--- config.mk ---
export PLATFORM = sky130hd
export DESIGN_NAME = simon_playback
export DESIGN_NICKNAME = d
export VERILOG_FILES = /design/src/rtl/simon_pkg.sv /design/src/rtl/simon_playback_color_decode.sv /design/src/rtl/simon_playback.sv
export SDC_FILE = /design/constraint.sdc
export NUM_CORES = 1
export LEC_CHECK = 0
export ABC_CLOCK_PERIOD_IN_PS = 5900
export BUFFER_PORTS_ARGS = -buffer_cell sky130_fd_sc_hd__buf_2
export CAP_MARGIN = 10
export CORE_ASPECT_RATIO = 1.4
export CORE_MARGIN = 10
export CORE_UTILIZATION = 35
export DETAILED_ROUTE_END_ITERATION = 10
export PLACE_DENSITY = 0.59
export SYNTH_ARGS = -nofsm -noshare
export SYNTH_HDL_FRONTEND = slang
export SYNTH_HIERARCHICAL = 1
export SYNTH_SLANG_ARGS = --single-unit
--- constraint.sdc ---
create_clock -name clock -period 5.9 [get_ports clock]
set_input_delay 1.18 -clock clock [delete_from_list [all_inputs] [get_ports clock]]
set_output_delay 1.18 -clock clock [all_outputs]
set_load 0.05 [all_outputs]
--- src/rtl/simon_pkg.sv ---
// Shared definitions for the Simon game datapath: playback FSM states,
// sequence sizing and the four color codes.
package simon_pkg;

    localparam int SEQ_LEN_MAX = 32;
    localparam int COLOR_W     = 2;

    localparam logic [1:0] COLOR_GREEN  = 2'd0;
    localparam logic [1:0] COLOR_RED    = 2'd1;
    localparam logic [1:0] COLOR_BLUE   = 2'd2;
    localparam logic [1:0] COLOR_YELLOW = 2'd3;

    typedef enum logic [2:0] {
        IDLE     = 3'd0,
        LOAD     = 3'd1,
        SHOW_ARM = 3'd2,
        SHOW     = 3'd3,
        GAP_ARM  = 3'd4,
        GAP      = 3'd5,
        FIN      = 3'd6
    } play_state_e;

endpackage

--- src/rtl/simon_playback_color_decode.sv ---
// 2-to-4 one-hot decoder from a stored color code to an LED/button lane.
// Shared by the playback path and the input-compare stage.
module color_decode
    import simon_pkg::*;
(
    input  logic [1:0] code,
    output logic [3:0] onehot
);

    // Map each color code to exactly one lane
    always_comb begin
        onehot = 4'b0000;
        case (code)
            COLOR_GREEN:  onehot = 4'b0001;
            COLOR_RED:    onehot = 4'b0010;
            COLOR_BLUE:   onehot = 4'b0100;
            COLOR_YELLOW: onehot = 4'b1000;
            default:      onehot = 4'b0000;
        endcase
    end

endmodule

--- src/rtl/simon_playback.sv ---
// Plays the stored Simon color sequence on the LEDs, pacing each lit step
// and each inter-step gap with one expiry of the external delay timer.
module simon_playback
    import simon_pkg::*;
#(
    parameter int SEQ_LEN_MAX_P = SEQ_LEN_MAX,
    parameter int COLOR_W_P     = COLOR_W,
    localparam int ADDR_W       = $clog2(SEQ_LEN_MAX_P),
    localparam int LEN_W        = ADDR_W + 1
) (
    input  logic                 clock,
    input  logic                 reset,
    input  logic                 play,
    input  logic [LEN_W-1:0]     seq_len,
    output logic [ADDR_W-1:0]    seq_rd_addr,
    input  logic [COLOR_W_P-1:0] seq_rd_data,
    output logic                 timer_start,
    input  logic                 timer_times_up,
    output logic [3:0]           led,
    output logic                 busy,
    output logic                 done
);

    play_state_e          state_q, state_d;
    logic [LEN_W-1:0]     len_q, len_d;
    logic [ADDR_W-1:0]    idx_q, idx_d;
    logic [COLOR_W_P-1:0] color_q, color_d;
    logic [3:0]           led_q, led_d;
    logic                 start_q, start_d;
    logic                 busy_q, busy_d;
    logic                 done_q, done_d;

    logic [LEN_W-1:0]     len_clamp_s;
    logic [3:0]           color_onehot_s;

    color_decode u_color_decode (
        .code   (color_q[1:0]),
        .onehot (color_onehot_s)
    );

    // Clamp the requested length to the RAM depth
    always_comb begin
        len_clamp_s = seq_len;
        if (seq_len > LEN_W'(SEQ_LEN_MAX_P)) begin
            len_clamp_s = LEN_W'(SEQ_LEN_MAX_P);
        end else begin
            len_clamp_s = seq_len;
        end
    end

    // Next-state and next-output logic; start is only re-armed after the
    // timer has reported times_up = 1 again, so every arm state waits on it.
    always_comb begin
        state_d = state_q;
        len_d   = len_q;
        idx_d   = idx_q;
        color_d = color_q;
        led_d   = led_q;
        start_d = start_q;
        busy_d  = busy_q;
        done_d  = 1'b0;
        case (state_q)
            IDLE: begin
                led_d   = 4'b0000;
                start_d = 1'b0;
                if (play) begin
                    len_d   = len_clamp_s;
                    idx_d   = '0;
                    busy_d  = 1'b1;
                    state_d = (len_clamp_s == '0) ? FIN : LOAD;
                end else begin
                    busy_d  = 1'b0;
                    state_d = IDLE;
                end
            end
            LOAD: begin
                color_d = seq_rd_data;
                state_d = SHOW_ARM;
            end
            SHOW_ARM: begin
                if (timer_times_up) begin
                    start_d = 1'b1;
                    led_d   = color_onehot_s;
                    state_d = SHOW;
                end else begin
                    start_d = 1'b0;
                    state_d = SHOW_ARM;
                end
            end
            SHOW: begin
                if (!timer_times_up) begin
                    led_d   = 4'b0000;
                    start_d = 1'b0;
                    state_d = GAP_ARM;
                end else begin
                    state_d = SHOW;
                end
            end
            GAP_ARM: begin
                if (timer_times_up) begin
                    start_d = 1'b1;
                    state_d = GAP;
                end else begin
                    start_d = 1'b0;
                    state_d = GAP_ARM;
                end
            end
            GAP: begin
                if (!timer_times_up) begin
                    start_d = 1'b0;
                    if ({1'b0, idx_q} == (len_q - LEN_W'(1))) begin
                        state_d = FIN;
                    end else begin
                        idx_d   = idx_q + ADDR_W'(1);
                        state_d = LOAD;
                    end
                end else begin
                    state_d = GAP;
                end
            end
            FIN: begin
                done_d  = 1'b1;
                led_d   = 4'b0000;
                start_d = 1'b0;
                state_d = IDLE;
            end
            default: begin
                led_d   = 4'b0000;
                start_d = 1'b0;
                busy_d  = 1'b0;
                state_d = IDLE;
            end
        endcase
    end

    // State and registered outputs
    always_ff @(posedge clock) begin
        if (reset) begin
            state_q <= IDLE;
            len_q   <= '0;
            idx_q   <= '0;
            color_q <= '0;
            led_q   <= 4'b0000;
            start_q <= 1'b0;
            busy_q  <= 1'b0;
            done_q  <= 1'b0;
        end else begin
            state_q <= state_d;
            len_q   <= len_d;
            idx_q   <= idx_d;
            color_q <= color_d;
            led_q   <= led_d;
            start_q <= start_d;
            busy_q  <= busy_d;
            done_q  <= done_d;
        end
    end

    assign seq_rd_addr = idx_q;
    assign timer_start = start_q;
    assign led         = led_q;
    assign busy        = busy_q;
    assign done        = done_q;

endmodule

# ---- After elaboration in Yosys (flattened, before gate mapping)
# Index checks and enable logic that the tools add are counted.
dict set report word_totals {
  reg_bits 23
  input_bits 12
  out_inout_bits 12
  wordCells 64
}
dict set report op_classes {
  n_addsub 2
  order_cmp 1
  n_eq_ne 16
  mux 23
  n_bitwise 2
  n_reduce_logical 12
}
# cell n
set op_table {}
lappend op_table {{3-bit one-hot mux with 6 select lines} 1}
lappend op_table {{4-bit one-hot mux with 4 select lines} 1}
lappend op_table {{3-bit 2-to-1 mux} 5}
lappend op_table {{5-bit 2-to-1 mux} 3}
lappend op_table {{2-bit != test, second input constant} 6}
lappend op_table {{4-bit one-hot mux with 3 select lines} 1}
lappend op_table {{5-bit one-hot mux with 2 select lines} 1}
lappend op_table {{3-bit == test, second input constant} 3}
lappend op_table {{4-bit 2-to-1 mux} 2}
lappend op_table {{3-bit by 2-bit == test with 1-bit output, second input constant} 2}
lappend op_table {{5-bit by 6-bit == test with 1-bit output} 1}
lappend op_table {{6-bit > comparator, second input constant} 1}
lappend op_table {{6-bit zero test} 1}
lappend op_table {{1-bit 2-to-1 mux} 6}
lappend op_table {{6-bit 2-to-1 mux} 1}
lappend op_table {{6-bit OR reduction} 1}
lappend op_table {{6-bit by 1-bit subtractor with 6-bit output, second input constant} 1}
lappend op_table {{5-bit by 1-bit adder with 5-bit output, second input constant} 1}
lappend op_table {{2-bit == test, second input constant} 2}
lappend op_table {{2-bit AND reduction} 2}
lappend op_table {{4-bit AND reduction} 1}
lappend op_table {{2-bit OR reduction} 2}
lappend op_table {{3-bit by 1-bit == test with 1-bit output, second input constant} 1}
lappend op_table {{3-bit zero test} 1}
lappend op_table {{8 further kinds} 9}

# ---- Depth between registers and ports, before layout
# Gate-level depths: netlist of the first run.
dict set report depth {
  depth_word 6
  mapped_depth 8
  mapped_depth_nobuf 8
}

# ---- Hierarchy
# The synthesis of the first run kept the hierarchy.
# module n_inst cells_each area_per_inst_um2 seq_area_each_um2
set modules_own_cells {}
lappend modules_own_cells {simon_playback 1 153 1239.9 460.4}
lappend modules_own_cells {color_decode 1 4 26.3 0.0}

# ---- Least setup slack after synthesis of the first run
# Ideal clock, no wire load.
dict set report synth_timing {
  kind {input to register}
  from {input seq_len[2]}
  to {register state_q[1]}
  setup_time_ns 0.080
  arrival_time_ns 2.327
  t_required_ns 5.820
  slack_ns 3.493
  stages 6
  n_path_buf 0
  path_cell_list {or4_1 > nor3_1 > nand2_1 > a21oi_1 > a21oi_1 > nor3b_1}
}
dict set report synth_via {
  elab_chain_len 6
}
# item line_no
set synth_rtl {}
lappend synth_rtl {{from (decl)} simon_playback.sv:14} ;# input logic [LEN_W-1:0] seq_len,
lappend synth_rtl {{6-bit > comparator} simon_playback.sv:44} ;# if (seq_len > LEN_W'(SEQ_LEN_MAX_P)) begin
lappend synth_rtl {{6-bit 2-to-1 mux (*)} simon_playback.sv:44}
lappend synth_rtl {{6-bit zero test (*)} simon_playback.sv:70} ;# state_d = (len_clamp_s == '0) ? FIN : LOAD;
lappend synth_rtl {{3-bit 2-to-1 mux (*)} simon_playback.sv:70}
lappend synth_rtl {{3-bit 2-to-1 mux (*)} simon_playback.sv:66} ;# if (play) begin
lappend synth_rtl {{3-bit one-hot mux with 6 select lines (*)} simon_playback.sv:62} ;# case (state_q)
lappend synth_rtl {{to (signal assigned)} simon_playback.sv:148} ;# state_q <= state_d;
lappend synth_rtl {{to (decl)} simon_playback.sv:24} ;# play_state_e state_q, state_d;
# Every way passes the cells marked *; elsewhere a longest branch is shown, timed or not.
# A chain may end at the register's enable or synchronous reset.

# ---- Final worst setup path of the first run
# Ends and elaborated chain as after synthesis.

==> results of run 1 <==
-- report_power, final --
part	total (mW)	switching (mW)	internal [mW]
Clock	0.0983	0.0512	0.0471
Combinational	0.0632	0.0401	0.0230
Sequential	0.173	0.0103	0.162
-- kinds of logic after synthesis --
logic type	count (synthesis)	synth area share, %
compound gates	37	21.05
xor+xnor	6	4.150
fa+ha+maj	2	1.976
buf+inv	17	5.633
flops	23	36.36
mux	2	1.581
simple gates	70	29.25
-- per-stage QoR --
step	hold slack, ns	std cells	area, um2	utilization, %
6_report	0.4808	217	1444	41.96
3_3_place_gp	0.4601	213	1398	40.62
3_5_place_dp	0.4786	213	1398	40.62
5_1_grt	0.5110	217	1444	41.96
2_1_floorplan	0.4488	157	1266	-
4_1_cts	0.4906	217	1444	41.96
-- synthesized netlist by cell type (2+ instances only) --
master / count
sky130_fd_sc_hd__inv_1: 10
sky130_fd_sc_hd__a21oi_1: 11
sky130_fd_sc_hd__nor3_1: 5
sky130_fd_sc_hd__clkbuf_1: 5
sky130_fd_sc_hd__o31ai_1: 5
sky130_fd_sc_hd__o21ai_0: 5
sky130_fd_sc_hd__a2111oi_0: 2
sky130_fd_sc_hd__nor2_1: 19
sky130_fd_sc_hd__ha_1: 2
sky130_fd_sc_hd__nand3b_1: 5
sky130_fd_sc_hd__mux2i_1: 2
sky130_fd_sc_hd__a41oi_1: 4
sky130_fd_sc_hd__nand3_1: 2
sky130_fd_sc_hd__dfxtp_1: 23
sky130_fd_sc_hd__xor2_1: 4
sky130_fd_sc_hd__o311ai_0: 3
sky130_fd_sc_hd__buf_4: 2
sky130_fd_sc_hd__nor2b_1: 8
sky130_fd_sc_hd__xnor2_1: 2
sky130_fd_sc_hd__nor3b_1: 2
sky130_fd_sc_hd__nand2_1: 16
-- layer usage --
layer / GRT usage [%] / vias to the layer above / part of all wire, %
li1: - / 601 / -
met1: 7.978 / 550 / 41
met2: 17.93 / 21 / 54
met3: 2.505 / 4 / 3.8
met4: 3.398 / 0 / 1.2
met5: 0 / - / 0
-- layout make-up --
type                       instances  area [um2]  area share [%]
tap                               40       50.05           3.466
sequential                        23       460.4           31.89
multi-input combinational        117       734.5           50.87
clock inverter                     1       5.005          0.3466
clock buffer                       3       41.29           2.860
timing repair buffer              23       115.1           7.972
inverter                          10       37.54           2.600
-- worst reg2reg max path: stages (launching register included) --
cell and delay [ns]:
sky130_fd_sc_hd__dfxtp_1 0.40, sky130_fd_sc_hd__inv_1 0.06, sky130_fd_sc_hd__ha_1 0.22, sky130_fd_sc_hd__nor2b_1 0.15, sky130_fd_sc_hd__o211a_1 0.14, sky130_fd_sc_hd__a211oi_2 0.26
sky130_fd_sc_hd__nor4_2 0.13, sky130_fd_sc_hd__a2111o_1 0.46, sky130_fd_sc_hd__o31ai_1 0.22
-- worst max-delay path by stage --
stage	slack, ns	to	start	cells past startpoint
after global placement	3.26	state_q[1]	seq_len[2]	7
after floorplan	3.49	state_q[1]	seq_len[2]	6
after global routing	3.32	led[2]	timer_times_up	6
after detailed placement	3.22	state_q[1]	seq_len[2]	7
after CTS	3.47	state_q[1]	seq_len[2]	7
final	3.48	state_q[1]	seq_len[2]	7
-- state kept, by name, summed over array words and instances (netlist names) --
name and cells:
seq_rd_addr 5, timer_start 1, len_q 6, state_q 3, led 4, color_q 2
done 1, busy 1
-- layout by cell type (no fill, tap or decap), drive strengths merged --
| master | netlist | routed |
|---|---|---|
| nand2 | 16 | 16 |
| clkbuf | 5 | 3 |
| a2111oi | 2 | 2 |
| or4 | 1 | 1 |
| nand2b | 1 | 1 |
| inv | 10 | 10 |
| nand3b | 5 | 5 |
| a41oi | 4 | 4 |
| xnor2 | 2 | 2 |
| nor3b | 2 | 2 |
| nand3 | 2 | 2 |
| nor4 | 2 | 2 |
| a211oi | 1 | 1 |
| o21ai | 5 | 5 |
| a2bb2oi | 1 | 1 |
| or2 | 1 | 1 |
| o211a | 1 | 1 |
| and2b | 2 | 2 |
| o31a | 1 | 1 |
| dfxtp | 23 | 23 |
| o311ai | 3 | 3 |
| o31ai | 5 | 5 |
| nor2 | 19 | 19 |
| and2 | 2 | 2 |
| or4b | 1 | 1 |
| a21oi | 11 | 11 |
| mux2i | 2 | 2 |
| buf | 2 | 23 |
| nand4 | 1 | 1 |
| and3 | 1 | 1 |
| clkinv | 0 | 1 |
| o221ai | 1 | 1 |
| nor2b | 8 | 8 |
| ha | 2 | 2 |
| o2111ai | 1 | 1 |
| nor3 | 6 | 6 |
| a2111o | 1 | 1 |
| xor2 | 4 | 4 |
==> results summary, run 1 <==
The number of instances on the worst hold path came out at 2. The instance count of the mapped netlist came out at 157. The endpoint arrival time on the critical path is 2.61 ns.

The worst endpoint required time is roughly 6.1 ns. During placement, the flow inserted port buffers numbering 23. In this run the critical register-to-register path is launched from len_q[0]. The worst clock skew on the final layout came out at 0.001771 ns. The remaining max-slew budget at the tightest pin came out at between 40% and 50%. The core outline area came out at roughly 3400 um2. The highest ir drop seen on vdd is ~0.0001 V. Routability-driven placement finished with a final weighted congestion of between 0.8 and 0.9. The total negative setup slack is 0 ns. Across the run, the number of max-cap violations was 0. The cell sitting at the root of the clock tree is a sky130_fd_sc_hd__clkbuf_8. Row generation in the floorplan step produced 25 rows. The detailed placer's ending HPWL came out at 2335 um.

The most numerous cell type found on the critical path is sky130_fd_sc_hd__a21oi_1. A synthesized cell averages 8.065 um2. The areal power density over the cells came out at between 200 and 250 nW/um2.

The via count of the first global-routing pass came out at 1202. The die is slightly above 90 um tall. For hold timing, the worst endpoint is timer_start. The count of nets left with antenna violations once routing finished came out at 0.

Summing the sequential cell areas from Yosys gives 36.36% of the chip area. Counting both buffers and inverters, the worst setup path holds a total of 1. The floorplan step defined a die boundary enclosing ~6500 um2.

The total global routing track utilization came out at ~9%. The time the worst path needs with I/O delays and setup came out at about 2.4 ns. Summed over all instances, the cell type with the most area after synthesis is sky130_fd_sc_hd__dfxtp_1.

The count of pins over their slew limit is 0. The initial antenna violation count came out at 0. STA classifies the critical path endpoint as a flip-flop. In the synthesized netlist the async set-or-reset flop fraction comes to 0%. The number of synthesized flops with an enable pin came out at 0.

The synthesized design contains 23 register bits. The initial cell density of the core is a little under two fifths. TritonCTS built the clock tree. The post-route netlist has about a fifth of its cells at a drive strength greater than 1. Traced cell by cell, the critical path runs through buf_2 > or4_1 > nor3_1 > nand2_1 > a21oi_1 > a21oi_1 > nor3b_1.

The slew at the pin with the worst max-slew slack is 0.8729 ns. Clock tree synthesis inserted a total of 3 buffers. The Yosys step of the flow raised 6 warnings.

Among all stages on the critical path, the largest delay is contributed by sky130_fd_sc_hd__or4_1. The worst hold path startpoint is timer_start. 0 antenna diodes ended up in the layout. The worst min-delay path category is flip-flop to flip-flop. The post-route DRC violation count came out at 0. Before antenna repair, the detailed router went through 4 iterations. The fraction of synthesized cell area taken by the top area cell type came out at a little over a third. The worst-skew pair later-pin latency came out at around 0.26 ns. The post-route total power is approximately 0.33 mW.

The run finished with clean final reports. Measured along the x axis, the die boundary spans 70.84 um. The layout overhead on the synthesized area came out at 14.03%. Post-CTS timing repair inserted 0 buffers for setup. Once the clock tree was built, the resizer swapped 0 gates to a different size. The maximum fanout count along the critical path came out at 3. Across all register-to-register paths, the minimum setup slack is 3.78 ns. The final hold violation count is 0.

The number of hold buffers added after cts came out at 0. The mapped cell area came out at 1266 um2. The post-detailed-route via-to-cell ratio is 5.419. The maximum level of the CTS H-tree is 1. The critical path in this run is classified as input pin to flip-flop. The worst setup slack after layout is roughly 3.5 ns. By area the synthesized netlist is led by sky130_fd_sc_hd__dfxtp_1 36%, sky130_fd_sc_hd__nor2_1 5.6%, sky130_fd_sc_hd__nand2_1 4.7%. The number of nets in the layout is between 150 and 200. Summed over all layers, the global routing overflow is 0. The final critical path takes up 41.01% of the cycle. After detailed routing, the average wire length per cell comes to about 14 um. Entering global routing, the biggest net connects 22 pins. 24 I/O pins were placed.

In this run the static leakage power is just under 0.6 nW. The number of clock sinks came out at 23. After clock tree synthesis, the clock-pin slew on the worst setup and hold paths is roughly 0.080 ns.

The total nets after synthesis came out at about 170. The worst register-to-register path ends at seq_rd_addr[4]. The netlist uses 41 different library cells. The final setup violation count is 0. In this design, the largest share of critical-path delay is due to simple AND/OR/NAND/NOR gates. The wire length of the first global-routing pass came out at between 5000 and 6000 um. STA classifies the critical path startpoint as an input pin. The filler cell count in the final layout is 356. In this design, the stage delay of the slowest critical-path cell is roughly 0.52 ns. The final route contains around 1200 vias. The cell count of the worst reg-to-reg path came out at 8.

No sink is reached through more buffers than the 2 on the longest clock path. The first routing iteration left 53 violations. Setup repair after global routing left no endpoint under its margin. The pre-CTS setup slack came out at 3.221 ns. The achievable frequency is a little over 0.4 GHz. After detailed routing, the total wire length is between 3000 and 4000 um.

For this run, the leading register cell type out of synthesis is sky130_fd_sc_hd__dfxtp_1.
(Power assumes the default switching activity.)
==> inputs of run 2 (changes only) <==
--- a/config.mk
+++ b/config.mk
@@ -5,14 +5,14 @@
 export SDC_FILE = /design/constraint.sdc
 export NUM_CORES = 1
 export LEC_CHECK = 0
-export ABC_CLOCK_PERIOD_IN_PS = 5900
+export ABC_CLOCK_PERIOD_IN_PS = 2100
 export BUFFER_PORTS_ARGS = -buffer_cell sky130_fd_sc_hd__buf_2
 export CAP_MARGIN = 10
 export CORE_ASPECT_RATIO = 1.4
 export CORE_MARGIN = 10
 export CORE_UTILIZATION = 35
 export DETAILED_ROUTE_END_ITERATION = 10
-export PLACE_DENSITY = 0.59
+export PLACE_DENSITY = 0.61
 export SYNTH_ARGS = -nofsm -noshare
 export SYNTH_HDL_FRONTEND = slang
 export SYNTH_HIERARCHICAL = 1
==> constraint.sdc (replaced) <==
create_clock -name clock -period 2.1 [get_ports clock]
set_input_delay 0.42 -clock clock [delete_from_list [all_inputs] [get_ports clock]]
set_output_delay 0.42 -clock clock [all_outputs]
set_load 0.05 [all_outputs]
==> results summary, run 2 (synthesized netlist as in run 1, its figures left out) <==
The worst clock skew on the final layout came out at 0.001981 ns (+0.0002103 ns). The leakage power total came to 0.6226 nW (+6.7%). The achievable frequency came out at between 0.4 and 0.5 GHz. The total number of vias came out at 1202 (+2.2%).

The core outline area came out at 3441 um2 (unchanged). The wire length of the first global-routing pass came out at 5078 um (+1.5%). TritonCTS built the clock tree.

The share of total power consumed by net switching came out at 29.87% (-0.53 points). The width of the die was 70.84 um (unchanged). The total negative setup slack is 0 ns (unchanged). The post-detailed-route via-to-cell ratio is 5.366 (-0.98%).

The total wirelength of the detailed-routed design is 3109 um (+2.1%). The full die area came out at 6458 um2 (unchanged). The worst hold path terminates at color_q[1]. In this run the most critical hold path is launched from seq_rd_data[1]. The met2 usage in global routing came to 17.26% (-0.67 points). The root buffer cell chosen for the clock tree is sky130_fd_sc_hd__clkbuf_8.

The met3 usage in global routing came out at 2.179% (-0.33 points). The worst path in the final design needs a cycle of between 2 and 2.5 ns, including I/O delays and setup. The slew at the pin with the worst max-slew slack came out at 0.8810 ns (+0.008162 ns). The worst endpoint required time was 2.29 ns (-3.80 ns). The areal power density over the cells came out at 630.0 nW/um2 (+170%).

The number of input and output port buffers inserted is 23 (unchanged). The fraction of final layout cells with drive strength greater than 1 came out at 22.83% (+4.2 points). The worst path buffer plus inverter count came out at 1 (unchanged). The register ranked first by flip-flop count is len_q. The flow ran to the end, and the final reports show no timing, DRC or antenna violations. The register-to-register path setup slack is 0.07 ns (-3.71 ns). The most frequent standard cell in the layout excluding fill and tap cells is sky130_fd_sc_hd__buf_2. The number of instances on the worst hold path came out at 3 (+1).

The number of iterations in the first detailed-routing pass was 4 (unchanged). The largest stage delay on the critical path is 0.54 ns (+0.02 ns). The final hold violation count came out at 0 (unchanged). The global routing stage identified its most utilized layer as met2. The via count of the first global-routing pass came out at 1200 (-0.17%). The mean routed wirelength per cell is 13.88 um (-1.1%). The maximum fanout count along the critical path was 7 (+4). The violation count after the first detailed-route iteration was 40 (-25%). The global-route track usage on met1 came out at 8.800% (+0.82 points).

The number of flip-flops in the largest register came out at 6 (unchanged). The maximum level of the CTS H-tree is 1 (unchanged). The total CTS buffers is 3 (unchanged). The filler cell count in the final layout is 374 (+5.1%). The diode insertion count for antenna repair came to 0 (unchanged). The ratio of final minimum period to clock period is between 90% and 100%. The clock transition at the registers of the reported paths is 0.08 ns (about the same). The detailed placer's ending HPWL is 2375 um (+1.7%). The signal on the critical path passes through inv_1 > ha_1 > nor2b_2 > nor3_1 > a211oi_2 > nor4_4 > or4b_1 > a21oi_1. The placer's final routability congestion estimate is 0.7826 (-5.1%). Compared with the post-synthesis result, the final layout area differs by 19.47%. The maximum number of pins on one net before global-route repair is 22 (unchanged).

The endpoint arrival time on the critical path came out at 2.22 ns (-0.39 ns). The cell count of the worst reg-to-reg path is 8 (unchanged). The number of ports placed on the die boundary is 24 (unchanged). The initial antenna violation count came out at 0 (unchanged). The internal power contribution was 0.6683 mW (+190%).

The sequential cell fraction of total power came out at 50.4% (-1.3 points). Leaving out fill and tap cells, the most frequent cells in the layout are 23 x sky130_fd_sc_hd__buf_2, 22 x sky130_fd_sc_hd__dfxtp_1, 19 x sky130_fd_sc_hd__nor2_1, 16 x sky130_fd_sc_hd__nand2_1, 11 x sky130_fd_sc_hd__a21oi_1. The cell type of the slowest stage on the worst timing path is sky130_fd_sc_hd__or4b_1. The relative contribution of combinational cells to total power is 20.9% (+2.0 points). The count of pins over their slew limit is 0 (unchanged). The remaining max-slew budget at the tightest pin was 40.76% (-0.55 points).

The maximum root-to-sink buffer count came out at 2 (unchanged). The post-route total power was 0.9529 mW (+190%). In this run the critical register-to-register path is launched from len_q[0]. The final core utilization is 43.96% (+2.0 points). The worst register-to-register path ends at seq_rd_addr[1]. The initial cell density of the core is 36.80% (unchanged). The number of standard-cell rows in the floorplan came out at 25 (unchanged). The remaining antenna violation count after routing was 0 (unchanged). The worst-skew pair later-pin latency is 0.26 ns (about the same). The number of clock sinks came out at 23 (unchanged).

The worst setup path is of the flip-flop to flip-flop kind. The post-route DRC violation count came to 0 (unchanged). The max-cap violation count came out at 0 (unchanged). The cell family contributing the most delay on the critical path is simple AND/OR/NAND/NOR gates. The path class of the tightest hold or removal check is input pin to flip-flop. The reported net switching power came out at 0.2846 mW (+180%). The final setup violation count came to 0 (unchanged). The worst setup path is captured at a flip-flop. The overall die height is 91.17 um (unchanged). The startpoint type of the worst setup path is a flip-flop. Setup repair after global routing left no endpoint under its margin. The number of nets in the layout came to 199 (+3.6%). The total overflow reported by the global router is 0 (unchanged).

The total global routing track utilization is 8.897% (-0.059 points). The number of setup buffers added after CTS is 0 (unchanged). The clock share of power was 28.7% (-0.7 points). The highest ir drop seen on vdd is 0.0004587 V (+350%).
## run 2: what timing repair did
item                       CTS  global route
hold buffers                 0             0
setup endpoints to repair    0             4
gates resized for setup      0             4
## run 2: metrics by stage
step	instances	area (um2)	hold WS (ns)	worst slack, ns
floorplan	157	1266	0.4488	0.02807
global placement	220	1450	0.4570	0.1539
detailed placement	220	1450	0.4699	0.06018
CTS	224	1495	0.3925	0.04184
global route	224	1513	0.4202	0.008693
finish	224	1513	0.3942	0.07257
## run 2: metal layers
metal  wire length, um  part of all wire, %
met5                 0                    0
met4                44                  1.4
met3               108                  3.5
met2              1688                   54
met1              1268                   41
## run 2: power groups by stage
stage	Combinational, mW	Clock (mW)	Sequential (mW)
finish	0.199	0.274	0.480
global route	0.219	0.308	0.484
CTS	0.195	0.290	0.480
detailed placement	0.194	0	0.490
global placement	0.190	0	0.489
floorplan	0.125	0	0.504
## run 2: worst reg2reg max path, delay by kind of cell, from the launching register on
kind,cells,cell delay (ns)
and+or+nand+nor,4,0.88
AOI/OAI and AO/OA,2,0.47
DFF,1,0.34
adders and majority gates,1,0.22
buffers and inverters,1,0.05
## run 2: how the worst max path moves through the flow
stage | end | start | cells past startpoint
after floorplan | seq_rd_addr[1] | seq_rd_addr[4] | 6
after global placement | seq_rd_addr[4] | len_q[1] | 8
after detailed placement | seq_rd_addr[4] | len_q[1] | 8
after CTS | seq_rd_addr[4] | len_q[1] | 8
after global routing | seq_rd_addr[1] | len_q[0] | 8
final | seq_rd_addr[1] | len_q[0] | 8
## run 2: area by class of cell
type | count | area (um2) | share of cell area [%]
flip-flops and latches | 23 | 461.7 | 30.52
clock buffers | 4 | 45.04 | 2.978
inverters | 10 | 37.54 | 2.481
repair buffers | 30 | 167.7 | 11.08
well taps | 40 | 50.05 | 3.309
multi-input cells | 117 | 750.7 | 49.63
